==> src/rtl/dso_capture_ctrl.sv <==
// rtl/dso_capture_ctrl.sv - acquisition sequencer for the double-banked DSO sample memory
//
// Arms on command, fills a 2048-sample ring in the active bank, holds a
// programmable pretrigger depth, detects a level/edge trigger on one 8-bit
// channel, counts post-trigger samples, then publishes the finished bank
// to the readout side and swaps banks.
//
// Optional feature macro: AUTO_TRIG_EN (auto trigger after AUTO_TIMEOUT
// sample strobes spent waiting in WAIT with auto_en set).
//
// Ports:
//   clk, reset_n      clock, asynchronous active-low reset
//   sample_en         one-cycle strobe, adc_data valid
//   adc_data[15:0]    channel B [15:8], channel A [7:0]
//   arm, abort, cont  start capture, return to IDLE, rearm after publish
//   pretrig[10:0]     pretrigger depth (latched on arm)
//   trig_level[7:0]   trigger threshold (latched on arm)
//   trig_edge         0 rising, 1 falling (latched on arm)
//   trig_ch           0 channel A, 1 channel B (latched on arm)
//   auto_en           enables auto trigger
//   rd_busy           readout still draining the published bank
//   mem_we/mem_addr/mem_wdata   registered sample memory write port
//   update_flag       one-cycle publish pulse
//   write_addr[11:0]  {published bank, oldest sample address}
//   state[2:0]        IDLE=0 PRE=1 WAIT=2 POST=3 DONE=4
//   trig_auto         last capture was force-triggered

module dso_capture_ctrl #(
   parameter logic [19:0] AUTO_TIMEOUT = 20'd1000000
) (
   input  logic        clk,
   input  logic        reset_n,
   input  logic        sample_en,
   input  logic [15:0] adc_data,
   input  logic        arm,
   input  logic        abort,
   input  logic        cont,
   input  logic [10:0] pretrig,
   input  logic [7:0]  trig_level,
   input  logic        trig_edge,
   input  logic        trig_ch,
   input  logic        auto_en,
   input  logic        rd_busy,
   output logic        mem_we,
   output logic [11:0] mem_addr,
   output logic [15:0] mem_wdata,
   output logic        update_flag,
   output logic [11:0] write_addr,
   output logic [2:0]  state,
   output logic        trig_auto
);

   typedef enum logic [2:0] {
      S_IDLE = 3'd0,
      S_PRE  = 3'd1,
      S_WAIT = 3'd2,
      S_POST = 3'd3,
      S_DONE = 3'd4
   } state_t;

   state_t      state_q;
   state_t      state_d;

   logic        bank;
   logic [10:0] ring_ptr;
   logic [10:0] pre_ctr;
   logic [11:0] post_ctr;
   logic [7:0]  prev;
   logic        prev_valid;

   logic [10:0] pretrig_q;
   logic [7:0]  level_q;
   logic        edge_q;
   logic        ch_q;

   logic [7:0]  cur;
   logic        edge_hit;
   logic        auto_hit;
   logic [11:0] post_first;

   logic        do_write;
   logic        do_trig;
   logic        do_publish;
   logic        do_arm;
   logic        do_rearm;
   logic        wr_bank;

   assign state = state_q;
   assign cur   = ch_q ? adc_data[15:8] : adc_data[7:0];

   assign edge_hit = prev_valid &&
                     (edge_q ? (prev >= level_q && cur <  level_q)
                             : (prev <  level_q && cur >= level_q));

   // Post window is 2048 - pretrig samples, and the triggering sample is
   // already the first of them, so this is what remains after it.
   assign post_first = 12'd2047 - {1'b0, pretrig_q};

   // A sample taken in the publish cycle of a rearm belongs to the new bank.
   assign wr_bank = bank ^ do_publish;

`ifdef AUTO_TRIG_EN
   logic [19:0] auto_ctr;
   logic        trig_auto_q;

   assign auto_hit  = auto_en && (auto_ctr + 20'd1 == AUTO_TIMEOUT);
   assign trig_auto = trig_auto_q;

   // Counter only runs inside WAIT, so it is zero on every entry to WAIT.
   always_ff @(posedge clk or negedge reset_n) begin
      if (!reset_n) begin
         auto_ctr <= 20'd0;
      end else if (state_q != S_WAIT) begin
         auto_ctr <= 20'd0;
      end else if (sample_en && auto_en) begin
         auto_ctr <= auto_ctr + 20'd1;
      end
   end

   always_ff @(posedge clk or negedge reset_n) begin
      if (!reset_n) begin
         trig_auto_q <= 1'b0;
      end else if (do_arm || do_rearm) begin
         trig_auto_q <= 1'b0;
      end else if (do_trig) begin
         trig_auto_q <= auto_hit && !edge_hit;
      end
   end
`else
   logic unused_auto;

   assign auto_hit    = 1'b0;
   assign trig_auto   = 1'b0;
   assign unused_auto = auto_en ^ (AUTO_TIMEOUT == 20'd0);
`endif

   always_ff @(posedge clk or negedge reset_n) begin
      if (!reset_n) begin
         state_q <= S_IDLE;
      end else begin
         state_q <= state_d;
      end
   end

   always_comb begin
      state_d    = state_q;
      do_write   = 1'b0;
      do_trig    = 1'b0;
      do_publish = 1'b0;
      do_arm     = 1'b0;
      do_rearm   = 1'b0;
      if (abort) begin
         state_d = S_IDLE;
      end else begin
         case (state_q)
            S_IDLE: begin
               if (arm) begin
                  do_arm  = 1'b1;
                  state_d = (pretrig == 11'd0) ? S_WAIT : S_PRE;
               end
            end
            S_PRE: begin
               if (sample_en) begin
                  do_write = 1'b1;
                  if (pre_ctr + 11'd1 == pretrig_q) begin
                     state_d = S_WAIT;
                  end
               end
            end
            S_WAIT: begin
               if (sample_en) begin
                  do_write = 1'b1;
                  if (edge_hit || auto_hit) begin
                     do_trig = 1'b1;
                     state_d = (post_first == 12'd0) ? S_DONE : S_POST;
                  end
               end
            end
            S_POST: begin
               if (sample_en) begin
                  do_write = 1'b1;
                  if (post_ctr == 12'd1) begin
                     state_d = S_DONE;
                  end
               end
            end
            S_DONE: begin
               if (!rd_busy) begin
                  do_publish = 1'b1;
                  if (cont) begin
                     // Rearm; a sample arriving now is the first PRE sample.
                     do_rearm = 1'b1;
                     do_write = sample_en;
                     state_d  = (pretrig_q == 11'd0 ||
                                 (sample_en && pretrig_q == 11'd1)) ? S_WAIT : S_PRE;
                  end else begin
                     state_d = S_IDLE;
                  end
               end
            end
            default: state_d = S_IDLE;
         endcase
      end
   end

   always_ff @(posedge clk or negedge reset_n) begin
      if (!reset_n) begin
         bank        <= 1'b0;
         ring_ptr    <= 11'd0;
         pre_ctr     <= 11'd0;
         post_ctr    <= 12'd0;
         prev        <= 8'd0;
         prev_valid  <= 1'b0;
         pretrig_q   <= 11'd0;
         level_q     <= 8'd0;
         edge_q      <= 1'b0;
         ch_q        <= 1'b0;
         mem_we      <= 1'b0;
         mem_addr    <= 12'd0;
         mem_wdata   <= 16'd0;
         update_flag <= 1'b0;
         write_addr  <= 12'd0;
      end else begin
         mem_we      <= do_write;
         update_flag <= do_publish;

         if (do_write) begin
            mem_addr  <= {wr_bank, ring_ptr};
            mem_wdata <= adc_data;
            ring_ptr  <= ring_ptr + 11'd1;
            prev      <= cur;
         end

         if (do_arm) begin
            pretrig_q <= pretrig;
            level_q   <= trig_level;
            edge_q    <= trig_edge;
            ch_q      <= trig_ch;
         end

         if (do_arm) begin
            prev_valid <= 1'b0;
         end else if (do_rearm) begin
            prev_valid <= sample_en;
         end else if (do_write) begin
            prev_valid <= 1'b1;
         end

         if (do_arm) begin
            pre_ctr <= 11'd0;
         end else if (do_rearm) begin
            pre_ctr <= sample_en ? 11'd1 : 11'd0;
         end else if (state_q == S_PRE && do_write) begin
            pre_ctr <= pre_ctr + 11'd1;
         end

         if (do_trig) begin
            post_ctr <= post_first;
         end else if (state_q == S_POST && do_write) begin
            post_ctr <= post_ctr - 12'd1;
         end

         // ring_ptr here is the slot after the newest sample, i.e. the oldest.
         if (do_publish) begin
            write_addr <= {bank, ring_ptr};
            bank       <= ~bank;
         end
      end
   end

endmodule

==> config.mk <==
export PLATFORM = sky130hd
export DESIGN_NAME = dso_capture_ctrl
export DESIGN_NICKNAME = d
export VERILOG_FILES = /design/src/rtl/dso_capture_ctrl.sv
export SDC_FILE = /design/constraint.sdc
export NUM_CORES = 1
export LEC_CHECK = 0
export ABC_AREA = 1
export BUFFER_PORTS_ARGS = -buffer_cell sky130_fd_sc_hd__buf_2
export CAP_MARGIN = 40
export CORE_ASPECT_RATIO = 2
export CORE_UTILIZATION = 63
export CTS_BUF_LIST = sky130_fd_sc_hd__clkbuf_4
export DETAILED_ROUTE_END_ITERATION = 8
export PLACE_DENSITY = 0.88
export SYNTH_ARGS = -nofsm -noshare
export SYNTH_HDL_FRONTEND = slang
export SYNTH_SLANG_ARGS = --single-unit
==> constraint.sdc <==
create_clock -name clk -period 3.95 [get_ports clk]
set_input_delay 0.395 -clock clk [delete_from_list [all_inputs] [get_ports clk]]
set_output_delay 0.395 -clock clk [all_outputs]
set_load 0.01 [all_outputs]
==> results_dict.tcl <==
set metrics [dict create \
    crit_family "simple AND/OR/NAND/NOR gates" \
    cp_max_fo 24 \
    drt_wl_total_mm 14.4 \
    layout_worst_path_cycle_share_pct 71.5 \
    clk_pin_slew_ns 0.19 \
    vias 5046 \
    max-slew-margin-rel_pct 50.0 \
    leakagePower_nw 3.36 \
    cts.sinks 110 \
    hold_violations 0 \
    cap_violations 0 \
    antenna_found_initial 1 \
    synth-seq-cells 110 \
    wl_per_cell_microns 16.2 \
    rrSetupSlack_ns 1.13 \
    worstSetupEndpointType "register" \
    dp_hpwl_mm 10.7 \
    fmaxAchievable_ghz 0.354 \
    yosys_warnings 0 \
    antenna_left 0 \
    final_cell_mix "nand2_1 (188), dfrtp_1 (110), buf_2 (87), inv_1 (79), o21ai_0 (56)" \
    synth_cells 696 \
    worstPathCellList "o21ai_0, ha_1, nand2_1, nor2_1, nand4_1, nand3b_1, nand2_1, nand2_1, nand3_1, inv_1, nand2_2, or2_2, nand3_1" \
    grt-ovfl-total 0 \
    hold_class "in -> reg" \
    postCtsSetupBuffers 0 \
    root_buffer "clkbuf_4" \
    setup_viol 0 \
    skew_ns 0.0260 \
    cts_tree "yes" \
    layout_commonest_cell "nand2_1" \
    drcViolationCount 0 \
    io_pins 91 \
    min_period_ns 2.82 \
    cts_htree_levels 3 \
    fillers 653 \
    synth-seq-area-share_pct 48.7 \
    hold_end "mem_wdata[9]" \
    worstSetupPathType "reg -> reg" \
    dr.pass1.iters 5 \
    hp-start "adc_data[9]" \
    critical_path_required_ns 4.39 \
    grt_pass1_vias 5041 \
    synth_ff_type "dfrtp_1" \
    portBuffers 88 \
    synth-xor-area-share_pct 3.10 \
    dieArea_sq_um 9370 \
    start_kind "register" \
    initial_core_util_pct 65.3 \
    grt_first_pass_wirelength_mm 23.2 \
    synth_compound_area_share_pct 10.6 \
    syn2layout_area_growth_pct 11.7 \
    seq_area_sq_um 2750 \
    synth_top_area_cell "dfrtp_1" \
    synth_area_leaders "dfrtp_1 (49%), nand2_1 (12%), inv_1 (5.3%), o21ai_0 (5.0%), ha_1 (4.4%)" \
    hold_slack_ns 0.107 \
    synthArstFlopShare_pct 100 \
    crit_arrival_ns 3.26 \
    core_sq_um 8650 \
    synth_cell_types 38 \
    gp_congestion 0.915 \
    avgSynthCellArea_sq_um 8.11 \
    ff2ff_path_depth 13 \
    drt_iter0_drc 387 \
    synth-edff-count 0 \
    grt.total_usage_pct 33.8 \
    viasPerCell 5.70 \
    hold_depth 3 \
    cp_num_buf_inv 1 \
    synthAdderAreaFrac_pct 4.43 \
    multi_input_area_sq_um 2500 \
    row_count 48 \
    outcome "finished, final reports clean" \
    clkLatencyLatePin_ns 0.49 \
    synthMuxAreaShare_pct 0.598 \
    final_layout_size_suffix_gt1_share_pct 17.1 \
    yosysTopAreaCellShare_pct 48.7 \
    crit_path_top_delay_cell "dfrtp_1" \
    worstMarginPinSlew_ns 0.748 \
    r2r-start "ch_q" \
    power_density_nw_per_um2 679 \
    synth_top_family_by_area "simple AND/OR/NAND/NOR gates" \
    syn_nets 761 \
    rsz0062_at_grt "no" \
    yosys.area_share.simple_pct 25.4 \
    slowest_delay_ns 0.64 \
    nets 845 \
    dieHeight_microns 136 \
    cts_buffers 9 \
    vdd_drop_max_uv 412 \
    die_x_microns 68.9 \
    synthesis.area_sq_um 5650 \
    grt_max_degree 63 \
    r2r-end "post_ctr[9]" \
    critPathMostFrequentCell "nand2_1" \
    tns_ns 0 \
    maxSlewViolCount 0 \
    cts_buffer_depth 2 \
]
[cells by family after synthesis]
family	Yosys count
AOI/OAI and AO/OA	111
xor gates and xnor gates	20
adders and majority gates	20
buffers and inverters	102
DFF	110
muxes	3
other	1
and+or+nand+nor	329
[metal layers]
| layer | global-route usage, % | wire (microns) | vias to the layer above |
|---|---|---|---|
| met4 | 18.9 | 724 | 0 |
| li1 | - | - | 2415 |
| met1 | 37.6 | 5360 | 2386 |
| met3 | 7.05 | 771 | 55 |
| met5 | 0 | 0 | - |
| met2 | 57.3 | 7530 | 190 |
[repair_timing]
| action | 4_1_cts | 5_1_grt |
|---|---|---|
| hold buffers | 1 | 0 |
| setup endpoints to repair | 0 | 0 |
| resized for setup | 0 | 0 |
| endpoints found under the hold margin | 42 | 0 |
[synth_stat cells (4+ instances only)]
master,instances
nand2_1,188
dfrtp_1,110
inv_1,79
o21ai_0,56
nor2_1,53
nand3_1,42
a21oi_1,29
ha_1,20
xor2_1,17
nor3_1,10
buf_2,9
o22ai_1,9
clkbuf_1,8
nand2_2,7
nand4_1,7
nor4_1,6
o21ai_1,5
nand3_2,4
nor2_2,4
o211ai_1,4
[tightest hold or removal path, delay by kind of cell]
family                 cells  cell delay [ns]
buffers and inverters      1             0.09
AND/OR/NAND/NOR            2             0.10
[how the worst max path moves through the flow]
stage | cells past startpoint | to | startpoint
global route | 13 | post_ctr[6] | ch_q
finish | 13 | post_ctr[9] | ch_q
global placement | 13 | post_ctr[9] | ch_q
detailed placement | 13 | post_ctr[9] | ch_q
floorplan | 17 | post_ctr[6] | ch_q
CTS | 13 | post_ctr[9] | ch_q
[metrics by stage]
| stage | setup WS, ns | util (%) | cell area (sq um) | std cells | power (mW) |
|---|---|---|---|---|---|
| final | 1.13 | 72.9 | 6310 | 886 | 4.28 |
| after global routing | 0.832 | 72.9 | 6310 | 886 | 4.59 |
| after CTS | 1.15 | 72.9 | 6310 | 885 | 4.26 |
| after detailed placement | 1.19 | 71.2 | 6150 | 868 | 3.69 |
| after global placement | 1.27 | 71.2 | 6150 | 868 | 3.57 |
| after floorplan | 1.67 | - | 5650 | 696 | 3.03 |
[registers in the layout (all words and copies together), names as in the netlist, 3 cells and up]
name / cells
mem_wdata: 16
write_addr: 12
pre_ctr: 11
level_q: 8
prev: 8
post_ctr: 12
state: 3
mem_addr: 12
ring_ptr: 11
pretrig_q: 11
[where the power goes]
group	internal, mW	total (mW)	switching, mW
sequential	1.54	1.90	0.354
clock	0.150	0.578	0.428
combinational	0.665	1.81	1.15
[cell type report]
cell class	count	area share, %
timing repair buffer	93	7.66
multi-input combinational	484	39.6
sequential	110	43.6
clock buffer	9	1.07
antenna	1	0.0397
clock inverter	7	1.17
tap	100	1.98
inverter	82	4.88
Power figures use the tool's default switching activity.
